File: src/rtl/epochtv1_vram_arb.sv
// EPOCH TV-1 VRAM bank arbiter: video fetch has priority, the CPU is
// guaranteed a slot after CPU_MAX_WAIT lost ticks. Reads return 2 ticks after grant.
module epochtv1_vram_arb #(
  parameter int AW           = 12,
  parameter int DW           = 8,
  parameter int CPU_MAX_WAIT = 8
) (
  input  logic          CLK,
  input  logic          RST,
  input  logic          CE,
  input  logic          VID_REQ,
  input  logic [AW-1:0] VID_A,
  output logic          VID_ACK,
  output logic [DW-1:0] VID_D,
  output logic          VID_DV,
  input  logic          CPU_REQ,
  input  logic          CPU_WE,
  input  logic [AW-1:0] CPU_A,
  input  logic [DW-1:0] CPU_DI,
  output logic          CPU_ACK,
  output logic [DW-1:0] CPU_DO,
  output logic          CPU_DV,
  output logic [AW-1:0] VA,
  output logic [DW-1:0] VD_O,
  input  logic [DW-1:0] VD_I,
  output logic          nVRD,
  output logic          nVWR
);

  typedef enum logic [1:0] {
    S_IDLE,
    S_VRD,
    S_CRD,
    S_CWR
  } slot_e;

  localparam logic [7:0] MAXW = 8'(CPU_MAX_WAIT);

  slot_e         slot_q, slot_d;
  logic [7:0]    wait_q, wait_d;
  logic [AW-1:0] va_q, va_d;
  logic [DW-1:0] vdo_q, vdo_d;
  logic          nvrd_q, nvrd_d;
  logic          nvwr_q, nvwr_d;
  logic          vack_q, vack_d;
  logic          cack_q, cack_d;
  logic          t1_v_q, t1_v_d;
  logic          t1_c_q, t1_c_d;
  logic          t2_v_q, t2_c_q;
  logic          vdv_q, vdv_d;
  logic          cdv_q, cdv_d;
  logic [DW-1:0] vd_q, vd_d;
  logic [DW-1:0] cdo_q, cdo_d;
  logic          cpu_el;
  logic          cpu_force;
  logic          cpu_win;

  always_comb begin
    slot_d    = S_IDLE;
    wait_d    = wait_q;
    va_d      = va_q;
    vdo_d     = vdo_q;
    nvrd_d    = 1'b1;
    nvwr_d    = 1'b1;
    // The CPU holds its request until it sees ACK, so the tick
    // after a CPU grant still shows the stale request.
    cpu_el    = CPU_REQ & (slot_q != S_CRD) & (slot_q != S_CWR);
    cpu_force = cpu_el & (wait_q >= MAXW);
    if (cpu_force) begin
      slot_d = CPU_WE ? S_CWR : S_CRD;
    end else if (VID_REQ) begin
      slot_d = S_VRD;
    end else if (cpu_el) begin
      slot_d = CPU_WE ? S_CWR : S_CRD;
    end
    cpu_win = (slot_d == S_CRD) | (slot_d == S_CWR);
    if (!cpu_el || cpu_win) begin
      wait_d = '0;
    end else if (slot_d == S_VRD && wait_q < MAXW) begin
      wait_d = wait_q + 8'd1;
    end
    unique case (slot_d)
      S_VRD: begin
        va_d   = VID_A;
        nvrd_d = 1'b0;
      end
      S_CRD: begin
        va_d   = CPU_A;
        nvrd_d = 1'b0;
      end
      S_CWR: begin
        va_d   = CPU_A;
        vdo_d  = CPU_DI;
        nvwr_d = 1'b0;
      end
      default: ;
    endcase
    vack_d = (slot_d == S_VRD);
    cack_d = cpu_win;
    t1_v_d = (slot_d == S_VRD) | (slot_d == S_CRD);
    t1_c_d = (slot_d == S_CRD);
    vdv_d  = t2_v_q & ~t2_c_q;
    cdv_d  = t2_v_q & t2_c_q;
    vd_d   = vdv_d ? VD_I : vd_q;
    cdo_d  = cdv_d ? VD_I : cdo_q;
  end

  always_ff @(posedge CLK or posedge RST) begin
    if (RST) begin
      slot_q <= S_IDLE;
      wait_q <= '0;
      va_q   <= '0;
      vdo_q  <= '0;
      nvrd_q <= 1'b1;
      nvwr_q <= 1'b1;
      vack_q <= 1'b0;
      cack_q <= 1'b0;
      t1_v_q <= 1'b0;
      t1_c_q <= 1'b0;
      t2_v_q <= 1'b0;
      t2_c_q <= 1'b0;
      vdv_q  <= 1'b0;
      cdv_q  <= 1'b0;
      vd_q   <= '0;
      cdo_q  <= '0;
    end else if (CE) begin
      slot_q <= slot_d;
      wait_q <= wait_d;
      va_q   <= va_d;
      vdo_q  <= vdo_d;
      nvrd_q <= nvrd_d;
      nvwr_q <= nvwr_d;
      vack_q <= vack_d;
      cack_q <= cack_d;
      t1_v_q <= t1_v_d;
      t1_c_q <= t1_c_d;
      t2_v_q <= t1_v_q;
      t2_c_q <= t1_c_q;
      vdv_q  <= vdv_d;
      cdv_q  <= cdv_d;
      vd_q   <= vd_d;
      cdo_q  <= cdo_d;
    end
  end

  assign VA      = va_q;
  assign VD_O    = vdo_q;
  assign nVRD    = nvrd_q;
  assign nVWR    = nvwr_q;
  assign VID_ACK = vack_q;
  assign CPU_ACK = cack_q;
  assign VID_DV  = vdv_q;
  assign CPU_DV  = cdv_q;
  assign VID_D   = vd_q;
  assign CPU_DO  = cdo_q;

endmodule
File: config.mk
export PLATFORM = sky130hd
export DESIGN_NAME = epochtv1_vram_arb
export DESIGN_NICKNAME = d
export VERILOG_FILES = /design/src/rtl/epochtv1_vram_arb.sv
export SDC_FILE = /design/constraint.sdc
export NUM_CORES = 1
export LEC_CHECK = 0
export CORE_ASPECT_RATIO = 1.4
export CORE_MARGIN = 10
export CORE_UTILIZATION = 44
export CTS_CLUSTER_SIZE = 40
export DETAILED_ROUTE_END_ITERATION = 6
export PLACE_DENSITY = 0.81
export SETUP_SLACK_MARGIN = 0.4
export SYNTH_ARGS = -nofsm -noshare
export SYNTH_HDL_FRONTEND = slang
export SYNTH_SLANG_ARGS = --single-unit
File: constraint.sdc
create_clock -name CLK -period 3 [get_ports CLK]
set_input_delay 0.6 -clock CLK [delete_from_list [all_inputs] [get_ports CLK]]
set_output_delay 0.6 -clock CLK [all_outputs]
set_load 0.02 [all_outputs]
==> results_dict.tcl <==
set metrics [dict create \
    timing.fmax_mhz 410.8 \
    yosysSeqAreaShare_pct 58.84 \
    num_rows 31 \
    grt_usage_pct 13.11 \
    fin_nets 326 \
    cts_sinks 55 \
    fillers 405 \
    ys_warn_count 0 \
    ys_types 31 \
    hold_viol 0 \
    max_slew_margin_pct 43.74 \
    syn_area_um2 2343 \
    clock_latency_ns 0.30 \
    antenna_found_initial 0 \
    ctsHoldBuffers 0 \
    antenna_cells 0 \
    drtPass1Iterations 4 \
    avgRoutedWirePerCell_um 16.60 \
    cts_tree "done" \
    max_stage_delay_ns 0.47 \
    routed_wl_mm 5.662 \
    status "finished, final reports clean" \
    die_w_um 81.68 \
    cap_violations 0 \
    fin_crit_ns 2.434 \
    fin_crit_sh_pct 81.14 \
    htree_levels 2 \
    clkSlewWorstSetupHoldPaths_ns 0.10 \
    hold_path_class "register to register" \
    dieArea_um2 8687 \
    gr-total-overflow 0 \
    place.gp.congestion 0.7269 \
    post-dp-hpwl_mm 4.383 \
    end_kind "register" \
    worst_pin_slew_ns 0.8427 \
    r2r-start "wait_q[7]$_DFFE_PP0P_" \
    grt_max_degree 42 \
    viasPerCell 4.906 \
    multi_input_area_um2 903.4 \
    numCtsBuffers 5 \
    syn-mean-instance-area_um2 13.02 \
    vias 1673 \
    clockBufferDepth 2 \
    grt_pass1_vias 1830 \
    leakagePower_nw 1.555 \
    final_layout_size_suffix_gt1_share_pct 19.27 \
    ctsResizeCount 0 \
    post_cts_buffers 0 \
    hold_start "nVRD$_DFFE_PP1P_" \
    ios 88 \
    path_cells "clkdlybuf4s50_1 > nor2b_1 > o31ai_1 > a22o_1 > inv_1 > ha_1 > nor2_2 > and3_1 > and2_1 > mux2_2" \
    core_area_um2 5159 \
    slowest_stage "clkdlybuf4s50_1" \
    drc 0 \
    crit_start "CPU_REQ" \
    setup_viol 0 \
    rsz0062_at_grt "no" \
    finalPower_mw 2.267 \
    tns_ns 0 \
    grt_pass1_wl_mm 8.907 \
    area_growth_pct 45.38 \
    clockRootBuffer "clkbuf_8" \
    initial_core_util_pct 45.43 \
    synth_seq_cells 55 \
    p_per_area_nw_per_um2 665.4 \
    drv_slew 0 \
    required_ns 3.20 \
    syn_inst 180 \
    path_max_fanout 4 \
    seq_area_um2 1379 \
    arrival_ns 2.63 \
    peakVddDrop_v 0.0005210 \
    critPathKind "input port to register" \
    critPathLaunchType "input port" \
    syn_nets 232 \
    antenna_left 0 \
    fp.dieH_um 106.4 \
    fin_worst_skew_ns 0.01081 \
    port_buffers 87 \
    initialDrtViolationCount 80 \
]
[cell type report]
class,count,area share (%)
Multi-Input combinational cell,111,26.51
Inverter,9,0.9916
Timing Repair Buffer,92,26.66
Tap cell,66,2.424
Sequential cell,55,40.47
Clock buffer,8,2.938
[sequential cells by signal, indices dropped and copies added (netlist names)]
register,flops
CPU_ACK,1
CPU_DO,8
CPU_DV,1
VA,12
VD_O,8
VID_ACK,1
VID_D,8
VID_DV,1
nVRD,1
nVWR,1
slot_q,1
t1_c_q,1
t1_v_q,1
t2_c_q,1
t2_v_q,1
wait_q,8
[cells by family (layout without fill, tap and decap cells)]
| group | Yosys count | count (layout) | synth area share (%) |
|---|---|---|---|
| AO/OA/AOI/OAI | 24 | 24 | 6.034 |
| adder cells (fa/ha/maj) | 6 | 6 | 3.203 |
| buffers and inverters | 14 | 109 | 2.616 |
| flip-flops | 55 | 55 | 58.84 |
| multiplexers | 44 | 44 | 20.45 |
| AND/OR/NAND/NOR | 37 | 37 | 8.862 |
[through the flow]
stage                     util, %  hold WS [ns]  instance area, µm²  std cells  setup WS (ns)
after floorplan                 -        0.4545                2344        180         0.6627
after global placement      64.10        0.4562                3307        333         0.2939
after detailed placement    64.10        0.4567                3307        333         0.2360
after CTS                   66.04        0.4767                3407        341         0.5559
after global routing        66.04        0.5180                3407        341         0.4178
final                       66.04        0.4729                3407        341         0.5659
[power breakdown]
group          internal, mW  total (mW)  switching (mW)
combinational         0.449       0.837           0.388
sequential            0.909       0.991          0.0823
clock                 0.211       0.439           0.228
[metal layers]
| layer | routed length, µm | up-vias | global-route usage (%) |
|---|---|---|---|
| li1 | - | 804 | - |
| met1 | 2028 | 812 | 12.89 |
| met2 | 3120 | 50 | 24.07 |
| met3 | 404 | 7 | 4.216 |
| met4 | 109 | 0 | 5.488 |
| met5 | 0 | - | 0 |
[cell usage after synthesis]
master | number | area [µm²]
clkbuf_1 | 3 | 11.26
buf_2 | 1 | 5.000
inv_1 | 9 | 33.78
nand2_1 | 17 | 63.81
o31ai_1 | 1 | 7.510
o21a_1 | 1 | 7.510
a21oi_1 | 4 | 20.02
and2_2 | 2 | 15.01
dfstp_2 | 2 | 52.55
nand3b_1 | 1 | 7.510
nor4b_4 | 1 | 23.77
nor2_1 | 1 | 3.750
nand2b_1 | 2 | 12.51
mux2_2 | 31 | 349.1
o221ai_1 | 1 | 8.760
and3_1 | 1 | 6.260
a22o_1 | 1 | 8.760
o21ai_2 | 1 | 8.760
nor3_1 | 3 | 15.01
o21ai_0 | 14 | 70.07
buf_6 | 1 | 11.26
or3_4 | 1 | 11.26
dfrtp_1 | 53 | 1326
nor2_2 | 1 | 6.260
nand4_1 | 1 | 6.260
and2_1 | 4 | 25.02
nor2b_1 | 1 | 6.260
nand3_1 | 1 | 5.000
a22o_2 | 1 | 10.01
ha_1 | 6 | 75.07
mux2i_1 | 13 | 130.1
[placed cells by master, fill, tap and decap left out, types with 3 or more instances in the layout]
cell type and instances:
ha_1 6, a21oi_1 4, o21ai_0 14, buf_4 5
mux2_2 31, dfrtp_1 53, clkdlybuf4s50_1 87, nor3_1 3
nand2_1 17, clkbuf_8 7, mux2i_1 13, inv_1 8
and2_1 4
[critical path, delay by kind of cell]
kind | cells | cell delay, ns
AND/OR/NAND/NOR | 4 | 0.65
buffers and inverters | 2 | 0.56
AO/OA/AOI/OAI | 2 | 0.34
multiplexers | 1 | 0.26
adder cells (fa/ha/maj) | 1 | 0.22
[final timing paths]
| kind | end | slack [ns] | cells after the start |
|---|---|---|---|
| min in group asynchronous | VA[6]$_DFFE_PP0P_ | 0.77 | 2 |
| min reg2reg | nVRD$_DFFE_PP1P_ | 0.47 | 2 |
| max | wait_q[0]$_DFFE_PP0P_ | 0.57 | 10 |
| max reg2reg | VA[6]$_DFFE_PP0P_ | 0.59 | 9 |
| max in group asynchronous | slot_q[1]$_DFFE_PP0P_ | 1.56 | 3 |
| min | nVRD$_DFFE_PP1P_ | 0.47 | 2 |
Power figures use the tool's default switching activity.
